==> src/rtl/piezo_tone_bank.sv <==
// Keypad-to-beep tone generator: one square-wave pitch per digit key, timed beep,
// one-hot tone lines d0..d9 plus the latched digit code for the piezo mux.
module piezo_tone_bank #(
    parameter int BEEP_CYCLES = 100000,
    parameter int TONE_SHIFT  = 0
) (
    input  logic       clk,
    input  logic       rst,
    input  logic       key_valid,
    input  logic [3:0] key_code,
    output logic       busy,
    output logic [3:0] regi,
    output logic       d0,
    output logic       d1,
    output logic       d2,
    output logic       d3,
    output logic       d4,
    output logic       d5,
    output logic       d6,
    output logic       d7,
    output logic       d8,
    output logic       d9
);

    // Handshake: key_valid is a one-cycle strobe with no ready; a digit key is
    // accepted on any cycle it is presented (also mid-beep), codes 10..15 are dropped.

    typedef enum logic {IDLE, BEEP} state_t;

    localparam logic [19:0] BEEP_LOAD = 20'(BEEP_CYCLES - 1);

    state_t      state, state_nx;
    logic [19:0] beep_timer, timer_nx;
    logic [10:0] tone_cnt, cnt_nx;
    logic        phase, phase_nx;
    logic [3:0]  regi_q, regi_nx;
    logic [9:0]  d_q, d_nx;
    logic [10:0] h_key, h_cur;
    logic        accept;

    function automatic logic [10:0] half_period(input logic [3:0] code);
        logic [10:0] base;
        logic [10:0] h;
        case (code)
            4'd0:    base = 11'd1908;
            4'd1:    base = 11'd1701;
            4'd2:    base = 11'd1515;
            4'd3:    base = 11'd1433;
            4'd4:    base = 11'd1276;
            4'd5:    base = 11'd1136;
            4'd6:    base = 11'd1012;
            4'd7:    base = 11'd956;
            4'd8:    base = 11'd852;
            4'd9:    base = 11'd759;
            default: base = 11'd1908;
        endcase
        h = base >> TONE_SHIFT;
        if (h == 11'd0) h = 11'd1;
        return h;
    endfunction

    assign accept = key_valid && (key_code <= 4'd9);
    assign h_key  = half_period(key_code);
    assign h_cur  = half_period(regi_q);

    always_comb begin
        state_nx = state;
        regi_nx  = regi_q;
        timer_nx = beep_timer;
        cnt_nx   = tone_cnt;
        phase_nx = phase;
        if (accept) begin
            // A fresh press wins over timer expiry and restarts the waveform high.
            state_nx = BEEP;
            regi_nx  = key_code;
            timer_nx = BEEP_LOAD;
            cnt_nx   = h_key - 11'd1;
            phase_nx = 1'b1;
        end else if (state == BEEP) begin
            if (beep_timer == 20'd0) begin
                state_nx = IDLE;
                phase_nx = 1'b0;
                cnt_nx   = 11'd0;
            end else begin
                timer_nx = beep_timer - 20'd1;
                if (tone_cnt == 11'd0) begin
                    cnt_nx   = h_cur - 11'd1;
                    phase_nx = ~phase;
                end else begin
                    cnt_nx = tone_cnt - 11'd1;
                end
            end
        end
    end

    // Tone lines are decoded from next-state values so they register alongside it.
    assign d_nx = (state_nx == BEEP && phase_nx) ? (10'b1 << regi_nx) : 10'd0;

    always_ff @(posedge clk) begin
        if (rst) begin
            state      <= IDLE;
            regi_q     <= 4'd0;
            beep_timer <= 20'd0;
            tone_cnt   <= 11'd0;
            phase      <= 1'b0;
            d_q        <= 10'd0;
        end else begin
            state      <= state_nx;
            regi_q     <= regi_nx;
            beep_timer <= timer_nx;
            tone_cnt   <= cnt_nx;
            phase      <= phase_nx;
            d_q        <= d_nx;
        end
    end

    assign busy = (state == BEEP);
    assign regi = regi_q;
    assign d0   = d_q[0];
    assign d1   = d_q[1];
    assign d2   = d_q[2];
    assign d3   = d_q[3];
    assign d4   = d_q[4];
    assign d5   = d_q[5];
    assign d6   = d_q[6];
    assign d7   = d_q[7];
    assign d8   = d_q[8];
    assign d9   = d_q[9];

endmodule

==> config.mk <==
export PLATFORM = sky130hd
export DESIGN_NAME = piezo_tone_bank
export DESIGN_NICKNAME = d
export VERILOG_FILES = /design/src/rtl/piezo_tone_bank.sv
export SDC_FILE = /design/constraint.sdc
export NUM_CORES = 1
export LEC_CHECK = 0
export ABC_AREA = 0
export CELL_PAD_IN_SITES_DETAIL_PLACEMENT = 1
export CELL_PAD_IN_SITES_GLOBAL_PLACEMENT = 1
export CORE_AREA = 3 3 81 113
export DETAILED_ROUTE_END_ITERATION = 10
export DIE_AREA = 0 0 84 116
export PLACE_DENSITY = 0.77
export RECOVER_POWER = 100
export SYNTH_ARGS = -nofsm -noshare
export SYNTH_HDL_FRONTEND = slang
export SYNTH_SLANG_ARGS = --single-unit
==> constraint.sdc <==
create_clock -name clk -period 5.5 [get_ports clk]
set_clock_uncertainty 0.2 [all_clocks]
set_input_delay 0.825 -clock clk [delete_from_list [all_inputs] [get_ports clk]]
set_output_delay 0.825 -clock clk [all_outputs]
set_load 0.05 [all_outputs]
==> run summary, run 1 <==
The synthesized area per cell is 8.20 sq um. Max-capacitance violation count: 0. Traced cell by cell, the critical path runs through dlygate4sd3_1 -> inv_1 -> ha_1 -> or2_0 -> a21o_1 -> o21ai_0 -> nor2_1 -> or2_2 -> a21oi_1. For this run, the detailed router's first-pass iteration total came to 4.

The tools report the number of filler cells placed in the layout as 991. The synthesized netlist occupies a cell area of 3260 sq um. The final cell area excluding filler cells is 3860 sq um, and the area share of fa/ha/maj cells after synthesis is 6.90%.

The worst setup path category is primary input to flop. The run gives 46.8% as the final core utilization. The run gives 7190 um as the half-perimeter wire length of the detailed placement result. Class of the worst hold path: flop to flop. Number of register bits inferred by synthesis: 58.

The multiplexer share of the synthesized area is 2.84%. STA puts the critical path data arrival time at 4210 ps. The largest delay contributor family on the critical path is compound AO/OA/AOI/OAI gates. The run gives 2 as the worst-case clock buffer depth.

The slowest cell on the critical path was sky130_fd_sc_hd__o21ai_0. At the end of the flow, the number of nets in the layout was 444. The run finished with clean final reports. The core region is 8250 sq um.

Measured against its own limit, the worst slew margin works out to 32.9%. Cells with a size suffix above 1 make up 7.33% of the layout. The wire length of the first global-routing pass is 16500 um, and the clock transition at the register clock pins on the worst setup and hold paths after CTS is 50 ps. The top-area cell type share of the netlist area is 35.6%.

Global routing used 21.6% of the available tracks across all layers. The largest total area in the synthesized netlist belongs to sky130_fd_sc_hd__dfxtp_1. The worst endpoint required time is 5550 ps.

The total buffers and inverters traversed by the critical path is 2. Using the TritonRoute via totals, the vias-per-cell ratio works out to 5.79. Buffers added to address setup during post-CTS repair amount to 0. The worst setup path is launched from a primary input. The synthesized netlist devotes 6.44% of its cell area to XOR and XNOR gates. At the pin with the least slew margin, the transition time is 996 ps. The violation count after the first detailed-routing iteration is 147, and the layout overhead on the synthesized area is 18.3%.

The gate count of the mapped netlist is 398, and the number of antenna repair diodes is 0. The cell leakage power was 1.52 nW; the final-report hold violation count was 0. The max-slew violation count is 0, and the number of enable flip-flop cells after synthesis is 0. Number of antenna violations at the first check in global routing: 0. Routed via count: 3042.

In the final timing run, aggregate negative setup slack is 0 ps. The post-detailed-route wirelength per cell works out to 18.5 um. Count of cells resized by post-cts repair: 0. The number of top-level pins came out at 22. In this run the number of H-tree levels came out at 3.

For the total clock sinks, the log shows 58. In this run the power density over the cells is 358 nW/um^2. Once placement finished, the instance area stood at 3560 sq um.

Kind of capture point of the worst setup path: a flop. Setup violations remaining at the end of the flow were counted as 0. The number of global-route vias before repair is 3278. The logs give 0 for the leftover overflow at the end of global routing and 240 MHz for the top achievable clock speed.

Setup repair after global routing left no endpoint under its margin. By area, the combinational part of the netlist is dominated by simple AND/OR/NAND/NOR gates. The floorplan has 39 rows. The final weighted congestion in routability-driven placement was 0.963.

The synthesized netlist devotes 24.1% of its cell area to simple gates. The number of clock buffers added by TritonCTS is 9. After synthesis, flip-flops and latches occupy 35.6% of the total area. Along the worst path, the maximum fanout reaches 11. The post-cts hold buffer count was 0; the critical path's largest stage delay was 830 ps. The later pin in the worst-skew pair is clocked with a latency of 330 ps.

Ranked by total cell area, the synthesized netlist is headed by sky130_fd_sc_hd__dfxtp_1 (36%), sky130_fd_sc_hd__ha_1 (6.9%), sky130_fd_sc_hd__nor2_1 (5.4%). The number of nets with antenna violations after routing came out at 0. The count of distinct cell types in the synthesized netlist is 57. The floorplan step set the die width to 84 um. IR analysis of the VDD net gives a maximum drop of 0.000182 V. Leaving out filler cells and counting taps, the final layout contains 525. The die height works out to 116 um. Entering global routing, the biggest net connects 32 pins. The cell chosen for the clock root was sky130_fd_sc_hd__clkbuf_16. TritonCTS built the clock tree. Counting I/O delays and the setup requirement, the final critical path takes 4160 ps.

The run gives 423 as the total nets after synthesis. The count of buffers added on input and output ports is 21. The final critical path takes up 75.6% of the cycle. The die footprint was 9740 sq um.

For this configuration, the core starts out at a cell density of 39.6%. The remaining design rule violation count came out at 0. For this run, the leading register cell type out of synthesis is sky130_fd_sc_hd__dfxtp_1. For the post-detailed-routing wire length, the log shows 9700 um.

For this run, the number of Yosys warnings is 0. The number of placed instances, taps included was 510. The share of flip-flops with an asynchronous set or reset is 0%, and the compound-gate portion of the synthesized area is 20.4%.
[report_power, final]
group / internal (W) / total, W / leakage, nW / switching, W
Sequential: 0.000458 / 0.000503 / 0.477 / 0.0000454
Combinational: 0.000116 / 0.000307 / 0.895 / 0.000191
Clock: 0.000384 / 0.000570 / 0.152 / 0.000187
Total: 0.000958 / 0.00138 / 1.52 / 0.000423
[worst min-delay path: cells and delay by family, from the launching register on]
kind,cells,cell delay (ps)
flops,1,350
simple gates,2,120
[layer usage]
metal / share of wire (%) / vias up / GRT usage, %
met4: 4.1 / 0 / 12.7
met3: 2.3 / 27 / 3.27
met2: 55 / 59 / 40.9
li1: - / 1468 / -
met5: 0 / - / 0
met1: 39 / 1488 / 22.5
[final timing paths]
| path | from | endpoint | slack (ps) | cells past startpoint |
|---|---|---|---|---|
| worst max-delay path | key_code[1] | flop | 1340 | 9 |
| worst min-delay path | beep_timer[18] | beep_timer[18] | 320 | 2 |
| worst max register to register | tone_cnt[5] | tone_cnt[8] | 2260 | 9 |
| worst min register to register | beep_timer[18] | beep_timer[18] | 320 | 2 |
[per-stage QoR]
stage / setup slack (ps) / hold WS (ps) / total power (W)
after detailed placement: 1380 / 316 / 0.000819
after global routing: 1030 / 364 / 0.00145
after floorplan: 2040 / 283 / 0.000728
after global placement: 1570 / 304 / 0.000808
final: 1340 / 315 / 0.00138
after CTS: 1720 / 326 / 0.00140
[synth_stat cells (all sizes together), types with 3 or more instances]
library cell and count:
or3 4, and3 3, a211oi 10, a31oi 6, nor2b 6, a21oi 37, inv 16, a22oi 3
nand4 3, o2111ai 3, a221oi 3, dfxtp 58, xor2 18, o211ai 5, clkbuf 10, mux2i 7
nand2b 7, a21o 3, nand2 32, nor3 17, or2 8, buf 4, nor2 47, o22ai 3
xnor2 6, ha 18, nand3 9, nor4 7, nand3b 5, o21ai 16
[cell families (layout without fill, tap and decap cells)]
family / after synthesis / after routing
and+or+nand+nor: 156 / 156
muxes: 9 / 9
xor gates and xnor gates: 24 / 24
DFF: 58 / 58
buffers and inverters: 31 / 56
adders and majority gates: 18 / 18
AOI/OAI and AO/OA: 102 / 102
[placed cells by master (no fill, tap or decap), drive strengths merged, types with 3 or more instances in the layout]
master,netlist,routed
a21o,3,3
nand4,3,3
a22oi,3,3
or3,4,4
o21ai,16,16
a211oi,10,10
nor2,47,47
or2,8,8
nor3,17,17
nand2b,7,7
nand3,9,9
o211ai,5,5
clkdlybuf4s50,0,5
dlygate4sd3,0,16
nor4,7,7
dfxtp,58,58
xnor2,6,6
clkbuf,10,14
a21oi,37,37
ha,18,18
and3,3,3
mux2i,7,7
nand3b,5,5
a31oi,6,6
nand2,32,32
a221oi,3,3
inv,16,16
nor2b,6,6
o2111ai,3,3
o22ai,3,3
xor2,18,18
[cell type report]
type | count | area, sq um | share of cell area, %
flip-flops and latches | 58 | 1160 | 30.1
repair buffers | 24 | 229 | 5.94
inverters | 17 | 63.8 | 1.65
clock inverters | 2 | 35.0 | 0.908
clock buffers | 13 | 270 | 7.01
multi-input cells | 309 | 1970 | 51.1
well taps | 102 | 128 | 3.31
(Power assumes the default switching activity.)
==> run 2, diff against run 1 <==
Clock period 5.5 ns to 3.9 ns, I/O delays scaled along.
==> run summary, run 2 (synthesis gave the netlist of run 1 again) <==
The flow ran to the end, and the final reports show no timing, DRC or antenna violations. The run gives 0 (unchanged) as the max-capacitance violation count. The run gives 995 (was 991) as the number of filler cells placed in the layout. The die span in x was 84 um (unchanged); the number of cell rows was 39 (unchanged). The largest driver fanout on the critical path was 6 (was 11). Worst-case clock buffer depth: 2 (unchanged).

Starting density of the core: 39.6% (unchanged). The leftover overflow at the end of global routing is 0 (unchanged). The remaining design rule violation count is 0 (unchanged). The max-slew violation count is 0 (unchanged), and the layout overhead on the synthesized area is 19.3% (was 18.3%). The kind of capture point of the worst setup path was a flop (unchanged). The total power density per cell area works out to 509 nW/um^2 (was 358 nW/um^2).

Most common cell after layout, fill and taps aside: sky130_fd_sc_hd__dfxtp_1 (unchanged). The final core utilization came out at 47.2% (was 46.8%). Class of the worst hold path: flop to flop (unchanged).

The logs give 9740 sq um (unchanged) for the die footprint and 3 (unchanged) for the H-tree depth. The routed via count was 3084 (was 3042). The cell leakage power is 1.54 nW (was 1.52 nW). The number of antenna violations at the first check in global routing came out at 0 (unchanged). Share of layout cells above drive strength 1: 8.22% (was 7.33%). The number of top-level pins was 22 (unchanged); the multi-input gate area in the final layout was 1980 sq um (was 1970 sq um). Total setup violations reported at the end of the flow: 0 (unchanged). The run gives 330 ps (about the same) as the clock network latency to the later pin of the worst-skew pair.

Arrival time reported for the critical path endpoint: 3450 ps (was 4210 ps). Most frequent cell on the critical path: sky130_fd_sc_hd__inv_1. The number of antenna repair diodes is 0 (unchanged), and the wire length of the first global-routing pass is 16200 um (was 16500 um). The tools report the pin count of the biggest net entering global routing as 27 (was 32). The number of port buffers was 21 (unchanged). Leading cell types in the layout, fill and taps excluded: sky130_fd_sc_hd__dfxtp_1 (58), sky130_fd_sc_hd__nor2_1 (47), sky130_fd_sc_hd__a21oi_1 (34), sky130_fd_sc_hd__nand2_1 (32) (was sky130_fd_sc_hd__dfxtp_1 (58), sky130_fd_sc_hd__nor2_1 (47), sky130_fd_sc_hd__a21oi_1 (35), sky130_fd_sc_hd__nand2_1 (32)).

Final worst hold slack: 335 ps (was 315 ps). The clock transition at the register clock pins on the worst setup and hold paths after CTS was 50 ps (about the same). The logs give 58 (unchanged) for the total clock sinks and 111 (was 147) for the violation count after the first detailed-routing iteration. Worst-case headroom to the max-slew limit: 58.7% (was 32.9%). Cell breakdown of the critical path: dlygate4sd3_1 -> inv_1 -> ha_1 -> or2_0 -> a21oi_2 -> mux2i_1 -> nor2_1 -> inv_1 -> ha_1 -> inv_1 -> a21oi_1 -> o21ai_0 -> a22oi_1 (was dlygate4sd3_1 -> inv_1 -> ha_1 -> or2_0 -> a21o_1 -> o21ai_0 -> nor2_1 -> or2_2 -> a21oi_1). The die height works out to 116 um (unchanged). The number of nets with antenna violations after routing is 0 (unchanged), and the number of global-route vias before repair is 3276 (was 3278). The total clock buffers created by CTS came out at 9 (unchanged). Dividing the final minimum period by the clock period gives 87.2%. For the worst voltage drop across the vdd grid, the log shows 0.000271 V (was 0.000182 V). Setup repair after global routing left no endpoint under its margin.

The logs give 294 MHz for the top achievable clock speed and 4 (unchanged) for the total iterations of the first detailed-routing run. For the post-cts hold buffer count, the log shows 0 (unchanged). The half-perimeter wire length of the detailed placement result was 7230 um (was 7190 um); the critical path's largest stage delay was 650 ps (was 830 ps).

The tools report the final-report hold violation count as 0 (unchanged). TritonCTS built the clock tree. For the final total negative setup slack, the log shows 0 ps (unchanged). The count of buffers added by post-CTS timing repair for setup was 0 (unchanged). The time the worst path needs with I/O delays and setup came out at 3400 ps.

The tools report the final standard cell count with taps included and fillers excluded as 528 (was 525). The startpoint type of the worst setup path is a primary input (unchanged). Worst setup path category: primary input to flop (unchanged). Net count reported at finish: 446 (was 444). Slowest cell on the critical path: sky130_fd_sc_hd__dlygate4sd3_1 (was sky130_fd_sc_hd__o21ai_0).

The tools report the count of cells resized by post-cts repair as 0 (unchanged). The transition time at the pin with the least slew margin is 615 ps (was 996 ps), and the post-detailed-route wirelength per cell is 18.6 um (was 18.5 um). The total track usage is 21.3% (was 21.6%). The logs give 8250 sq um (unchanged) for the area of the core region and 512 (was 510) for the number of placed instances, taps included. The run gives 3940 ps (was 5550 ps) as the worst endpoint required time. The cell chosen for the clock root was sky130_fd_sc_hd__clkbuf_16 (unchanged). The final weighted congestion in routability-driven placement was 0.970 (was 0.963); the post-detailed-routing wire length was 9800 um (was 9700 um). The area occupied by registers is 1160 sq um (unchanged).

The average vias per placed instance works out to 5.84 (was 5.79).
-- run 2: cell count changes in the layout (fill, tap and decap cells not counted), sizes merged --
cell	delta
buf	+2
clkbuf	+2
clkinv	-1
-- run 2: layout make-up --
type                       count  area share, %
clock inverter                 1          0.771
sequential                    58           29.8
clock buffer                  15           7.39
inverter                      17           1.64
timing repair buffer          26           6.27
multi-input combinational    309           50.8
tap                          102           3.28
-- run 2: power by group --
group / internal, W / leakage, nW / switching [W]
logic: 0.000167 / 0.906 / 0.000271
registers: 0.000645 / 0.477 / 0.0000633
clock network: 0.000564 / 0.156 / 0.000269
total: 0.00138 / 1.54 / 0.000603
-- run 2: final timing paths --
kind	start	to	slack, ps	cells after the start
max reg2reg	tone_cnt[5]	tone_cnt[8]	1070	10
min	beep_timer[18]	beep_timer[18]	330	2
max	key_code[0]	flop	500	13
min reg2reg	beep_timer[18]	beep_timer[18]	330	2
-- run 2: stage by stage --
step | total power (W) | instance area [sq um] | setup slack [ps]
after floorplan | 0.00103 | 3260 | 680
after global placement | 0.00114 | 3580 | 425
after detailed placement | 0.00116 | 3580 | 347
after CTS | 0.00200 | 3900 | 552
after global routing | 0.00206 | 3890 | 234
final | 0.00198 | 3890 | 497
-- run 2: worst max-delay path, delay by kind of cell --
kind | cells | cell delay, ps
multiplexers | 1 | 280
buffers and inverters | 4 | 1020
AO/OA/AOI/OAI | 4 | 650
adder cells (fa/ha/maj) | 2 | 500
AND/OR/NAND/NOR | 2 | 420
-- run 2: metal layers --
metal | vias up | wire [um] | global-route usage, %
met5 | - | 0 | 0
met4 | 0 | 595 | 15.2
met3 | 36 | 334 | 3.98
met2 | 64 | 5150 | 39.8
met1 | 1510 | 3720 | 20.9
li1 | 1474 | - | -
==> run 3, diff against run 2 <==
Settings changed: CAP_MARGIN set to 20.
==> results of run 3 <==
The final DEF is identical to that of run 2; final timing and power are the same.
